File: src/rtl/matrix_result_writer.sv
// rtl/matrix_result_writer.sv - collects per-row matrix-vector results into a buffer
//
// Ports:
//   CLOCK_50  system clock (rising edge)
//   KEY0      asynchronous active-high reset
//   start     pulse: clear the buffer and begin a new collection
//   in_valid / in_ready / in_row / in_data   row-result input stream
//   rd_addr / rd_data    registered readback port (1-cycle latency)
//   count     distinct rows accepted
//   checksum  wrapping sum of accepted row data
//   cycles    saturating count of cycles spent in CLEAR+COLLECT
//   err       sticky duplicate / out-of-range row flag
//   done      every row collected
module matrix_result_writer #(
  parameter int N_ROWS = 128,
  parameter int ADDR_W = 7,
  parameter int DATA_W = 32
) (
  input  logic              CLOCK_50,
  input  logic              KEY0,
  input  logic              start,
  input  logic              in_valid,
  output logic              in_ready,
  input  logic [ADDR_W-1:0] in_row,
  input  logic [DATA_W-1:0] in_data,
  input  logic [ADDR_W-1:0] rd_addr,
  output logic [DATA_W-1:0] rd_data,
  output logic [ADDR_W:0]   count,
  output logic [DATA_W-1:0] checksum,
  output logic [31:0]       cycles,
  output logic              err,
  output logic              done
);

  typedef enum logic [1:0] {S_IDLE, S_CLEAR, S_COLLECT, S_DONE} state_t;

  localparam logic [ADDR_W:0]   N_ROWS_C = (ADDR_W+1)'(N_ROWS);
  localparam logic [ADDR_W-1:0] LAST_PTR = ADDR_W'(N_ROWS - 1);

  state_t              state_q, state_d;
  logic [ADDR_W-1:0]   ptr_q, ptr_d;
  logic [N_ROWS-1:0]   valid_q, valid_d;
  logic [ADDR_W:0]     count_q, count_d;
  logic [DATA_W-1:0]   checksum_q, checksum_d;
  logic [31:0]         cycles_q, cycles_d;
  logic                err_q, err_d;
  logic [DATA_W-1:0]   rd_data_q, rd_data_d;

  // Result storage has no reset; CLEAR zeroes it after every start.
  logic [DATA_W-1:0]   buffer_q [N_ROWS];
  logic                buf_we;
  logic [ADDR_W-1:0]   buf_addr;
  logic [DATA_W-1:0]   buf_wdata;

  logic accept, in_range, dup, good, bad, clr_we;

  assign accept   = in_valid & in_ready;
  assign in_range = ({1'b0, in_row} < N_ROWS_C);
  assign dup      = in_range & valid_q[in_row];
  assign good     = accept & in_range & ~dup;
  assign bad      = accept & ~(in_range & ~dup);

  // State register
  always_ff @(posedge CLOCK_50 or posedge KEY0) begin
    if (KEY0) state_q <= S_IDLE;
    else      state_q <= state_d;
  end

  // Next-state logic; start overrides every state
  always_comb begin
    state_d = state_q;
    if (start) begin
      state_d = S_CLEAR;
    end else begin
      case (state_q)
        S_CLEAR:   if (ptr_q == LAST_PTR) state_d = S_COLLECT;
        S_COLLECT: if (good && (count_q == N_ROWS_C - 1'b1)) state_d = S_DONE;
        default:   state_d = state_q;
      endcase
    end
  end

  // FSM outputs
  always_comb begin
    in_ready = (state_q == S_COLLECT) & ~start;
    done     = (state_q == S_DONE);
    clr_we   = (state_q == S_CLEAR);
  end

  // Datapath next values and buffer write port
  always_comb begin
    ptr_d      = ptr_q;
    valid_d    = valid_q;
    count_d    = count_q;
    checksum_d = checksum_q;
    cycles_d   = cycles_q;
    err_d      = err_q;
    buf_we     = 1'b0;
    buf_addr   = ptr_q;
    buf_wdata  = '0;
    if (start) begin
      ptr_d      = '0;
      valid_d    = '0;
      count_d    = '0;
      checksum_d = '0;
      cycles_d   = '0;
      err_d      = 1'b0;
    end else begin
      if (clr_we) begin
        buf_we = 1'b1;
        ptr_d  = ptr_q + 1'b1;
      end
      if (good) begin
        buf_we           = 1'b1;
        buf_addr         = in_row;
        buf_wdata        = in_data;
        valid_d[in_row]  = 1'b1;
        count_d          = count_q + 1'b1;
        checksum_d       = checksum_q + in_data;
      end
      if (bad) err_d = 1'b1;
      if (((state_q == S_CLEAR) || (state_q == S_COLLECT)) && (cycles_q != '1))
        cycles_d = cycles_q + 1'b1;
    end
    rd_data_d = ({1'b0, rd_addr} < N_ROWS_C) ? buffer_q[rd_addr] : '0;
  end

  always_ff @(posedge CLOCK_50 or posedge KEY0) begin
    if (KEY0) begin
      ptr_q      <= '0;
      valid_q    <= '0;
      count_q    <= '0;
      checksum_q <= '0;
      cycles_q   <= '0;
      err_q      <= 1'b0;
      rd_data_q  <= '0;
    end else begin
      ptr_q      <= ptr_d;
      valid_q    <= valid_d;
      count_q    <= count_d;
      checksum_q <= checksum_d;
      cycles_q   <= cycles_d;
      err_q      <= err_d;
      rd_data_q  <= rd_data_d;
    end
  end

  always_ff @(posedge CLOCK_50) begin
    if (buf_we) buffer_q[buf_addr] <= buf_wdata;
  end

  assign rd_data  = rd_data_q;
  assign count    = count_q;
  assign checksum = checksum_q;
  assign cycles   = cycles_q;
  assign err      = err_q;

endmodule

File: config.mk
export PLATFORM = sky130hd
export DESIGN_NAME = matrix_result_writer
export DESIGN_NICKNAME = d
export VERILOG_FILES = /design/src/rtl/matrix_result_writer.sv
export SDC_FILE = /design/constraint.sdc
export NUM_CORES = 2
export LEC_CHECK = 0
export CORE_MARGIN = 10
export CORE_UTILIZATION = 55
export CTS_CLUSTER_SIZE = 25
export DETAILED_ROUTE_END_ITERATION = 12
export PLACE_DENSITY = 0.71
export SYNTH_ARGS = -nofsm -noshare
export SYNTH_HDL_FRONTEND = slang
export SYNTH_SLANG_ARGS = --single-unit
File: constraint.sdc
create_clock -name CLOCK_50 -period 9.8 [get_ports CLOCK_50]
set_input_delay 1.47 -clock CLOCK_50 [delete_from_list [all_inputs] [get_ports CLOCK_50]]
set_output_delay 1.47 -clock CLOCK_50 [all_outputs]
set_load 0.01 [all_outputs]
==> impl_results.md <==
- Status: completed
- Post-route minimum period: 7006 ps
- CP Max Fanout: 32
- Yosys top cell area share: 0.7313
- Tcrit/Tclk final: 0.7149
- Area Growth Syn to Fin: 13.31%
- Routed vias: 78480
- # DRC: 0
- Total GRT Usage: 0.2373
- RePlAce Congestion: 0.8627
- Starting Density: 0.5541
- Relative slew margins: 0.1055
- Worst-Margin Slew: 1342 ps
- Number of buffers created by CTS: 419
- # rows: 202
- DRT Pass-1 Iters: 6
- HP Class: flip-flop to flip-flop
- Bufs and invs on worst path: 2
- Vias in the first global route: 80140
- Layout cells sized above 1: 0.3123
- Antenna viol nets, final: 0
- Final Hold Viols: 0
- FMAX: 142.7 MHz
- Power density cells: 199.6 nW/um2
- Post-synth EDFFs: 4096
- Xor/xnor share of the synthesized area: 0.003020
- GRT overflow: 0
- WHS Path Cells: 1
- Htree depth: 5
- Initial antenna violation count: 33
- Die X-Extent: 573.0 um
- Largest family of logic cells by synthesized area: multiplexers
- Final Slew Violations: 0
- Number of DRC markers in iteration 0: 10270
- Endpoint, Worst Hold: valid_q[103]
- Adder-cell area share of the yosys netlist: 0.002871
- Most common flop cell mapped by yosys: edfxtp_1
- Slowest cell on the critical path: a21oi_4
- Routed WL: 393900 um
- Die Ht: 573.0 um
- WL per Instance: 32.71 um
- Maximum capacitance violations: 0
- Clock sink count: 4338
- First-pass GRT wire length: 577600 um
- # setup viols final: 0
- Critical Path RT: 10360 ps
- CTS tree: done
- R2r setup slk: 4180 ps
- Crit path arrival time: 7570 ps
- Mux cell area share after synthesis: 0.1864
- Max Buffers Root-to-Sink: 4
- Reg-to-reg critical path startpoint: valid_q[38]
- Worst Setup End Kind: flip-flop
- Detailed-placement wirelength estimate: 225000 um
- Hold path start: valid_q[103]
- Compound-cell area share of the yosys netlist: 0.01428
- Cells on worst reg2reg path: 9
- Core area: 303500 um2
- Post-synthesis area per instance: 23.52 um2
- Clock-pin slew on the worst setup and hold paths: 60 ps
- Simple-gate share of the synthesized area: 0.01535
- Leak Pwr: 0.06276 uW
- RSZ-0062 raised after global routing: false
- Mapped Cells: 7152
- Ys async rst share: 0.05579
- Worst r2r dst: buffer_q[1][23]
- Setup TNS: 0 ps
- Vias per cell: 6.516
- Clock Latency Late Sink: 960 ps
- Crit path kind: input pin to flip-flop
- Syn Nets: 7240
- Crit start category: input pin
- Clock Tree Root: clkbuf_16
- Synthesized area: 168200 um2
- CP peak stage delay: 1060 ps
- Worst VDD drop: 0.1787 mV
- Die area: 328300 um2
- Post-cts resize count: 0
- Warnings from Yosys: 0
- Yosys reg bits: 4338
- Crit path max-delay family: compound AO/OA/AOI/OAI gates
- Sequential share of the synthesized area: 0.7673
- PortBufs: 156
- CP Cell Sequence: clkdlybuf4s50_1 -> inv_1 -> mux4_2 -> a21boi_1 -> a2111oi_1 -> o211a_2 -> nand3_4 -> or4_1 -> a21oi_4 -> and2_2
- Final core occ: 0.6279
- Synth top area cells: edfxtp_1 (73%), mux4_2 (18%), dfrtp_1 (3.6%)
- Ports: 157
- Post-CTS Setup Repair Bufs: 0
- # hold bufs at CTS: 0
- Yosys top cell by area: edfxtp_1
- Worst clock skew: 60.18 ps
- Total Nets Final: 7663
- Post-synth cell types: 79
- Largest net degree at the start of global routing: 157
[logic make-up after synthesis]
kind of cell	after synthesis
multiplexers	1426
buffers and inverters	463
adder cells (fa/ha/maj)	38
XOR/XNOR	58
flip-flops	4338
AO/OA/AOI/OAI	331
AND/OR/NAND/NOR	498
[per-layer routing]
| layer | wire [um] | track usage | vias to the layer above |
|---|---|---|---|
| li1 | - | - | 31570 |
| met1 | 152600 | 0.3509 | 42100 |
| met2 | 187700 | 0.3643 | 4299 |
| met3 | 42200 | 0.05142 | 499 |
| met4 | 11310 | 0.06657 | 10 |
| met5 | 61 | 0 | - |
[flip-flops by register name (all words and copies together) (netlist names)]
name / flops
ptr_q: 7
rd_data: 32
err: 1
buffer_q: 4096
valid_q: 128
checksum: 32
count: 8
cycles: 32
state_q: 2
[worst reg2reg max path, stage by stage (launching register included)]
cell and delay, ps:
dfrtp_1 430, mux4_2 480, mux2_2 270, a22oi_1 210, a311oi_1 180, nor3_2 410, nand3_4 170, or4_1 930
a21oi_4 1080, and2_2 1040
[placed cells by master (no fill, tap or decap), types with 15 or more instances in the layout]
master and count:
o21ai_0 30, o2bb2ai_1 95, mux2_2 46, clkdlybuf4s50_1 146
bufinv_16 55, clkbuf_1 73, clkinvlp_4 21, ha_1 37
xnor2_1 24, inv_1 56, clkinv_1 98, o21ai_1 15
dfrtp_1 242, a31oi_1 16, buf_4 232, clkbuf_16 426
clkinv_2 71, mux4_2 1359, xor2_1 34, a21oi_1 56
nand3_1 52, diode_2 36, nor2_1 102, nor2_4 46
buf_12 21, nor3_2 95, nor2b_1 16, nand2_1 70
edfxtp_1 4096
[Yosys cell counts (9+ instances only)]
| master | instances |
|---|---|
| xnor2_1 | 24 |
| a22o_1 | 11 |
| o2bb2ai_1 | 95 |
| and3_1 | 13 |
| ha_1 | 37 |
| nor2b_1 | 16 |
| xor2_1 | 34 |
| a31o_2 | 9 |
| nor3_1 | 103 |
| nor3_2 | 15 |
| buf_1 | 91 |
| o21ai_1 | 15 |
| nor3b_2 | 9 |
| o21ai_0 | 30 |
| and2_1 | 12 |
| nand2_1 | 70 |
| inv_1 | 57 |
| a21o_1 | 14 |
| a31oi_1 | 22 |
| mux2i_1 | 16 |
| mux4_2 | 1359 |
| clkbuf_1 | 275 |
| a211oi_1 | 9 |
| dfrtp_1 | 242 |
| mux2_2 | 46 |
| buf_2 | 29 |
| a21oi_1 | 61 |
| nand3_1 | 52 |
| a221oi_1 | 10 |
| and4_1 | 9 |
| edfxtp_1 | 4096 |
| nor2_1 | 148 |
[power by group]
group	internal (uW)	leakage, uW	switching [uW]
clock	9440	0.00675	6860
sequential	20100	0.0427	24.2
combinational	668	0.0133	947
total	30200	0.0628	7830
[worst max path at each step]
stage | start | to | slack [ps] | cells past startpoint
after CTS | in_row[2] | buffer_q[1][5] | 3020 | 10
after global placement | in_row[2] | buffer_q[1][12] | 2060 | 10
after floorplan | KEY0 | checksum[0] | 1690 | 1
after detailed placement | in_row[2] | buffer_q[1][24] | 2020 | 10
after global routing | in_row[2] | buffer_q[1][5] | 2620 | 11
final | in_row[2] | buffer_q[1][23] | 2790 | 10
[layout make-up]
class	instances	area, um2
clock inverters	274	3013
repair buffers	407	3716
fillers	19440	113000
clock buffers	500	10950
flip-flops and latches	4338	129100
diodes	36	90.09
well taps	4080	5105
inverters	58	227.7
multi-input cells	2351	38440
[per-stage QoR]
stage / hold slack, ps / setup slack (ps) / cells / cell area, um2 / power (uW)
2_1_floorplan: 447.1 / 1685 / 7152 / 168200 / 21510
3_3_place_gp: 465.4 / 2060 / 11230 / 176500 / 22110
3_5_place_dp: 468.3 / 2016 / 11230 / 176500 / 22140
4_1_cts: 484.1 / 3022 / 12010 / 190500 / 38250
5_1_grt: 491.8 / 2624 / 12040 / 190600 / 39060
6_report: 486.4 / 2794 / 12040 / 190600 / 38050
Note: power is estimated with default switching activity, not from simulation.
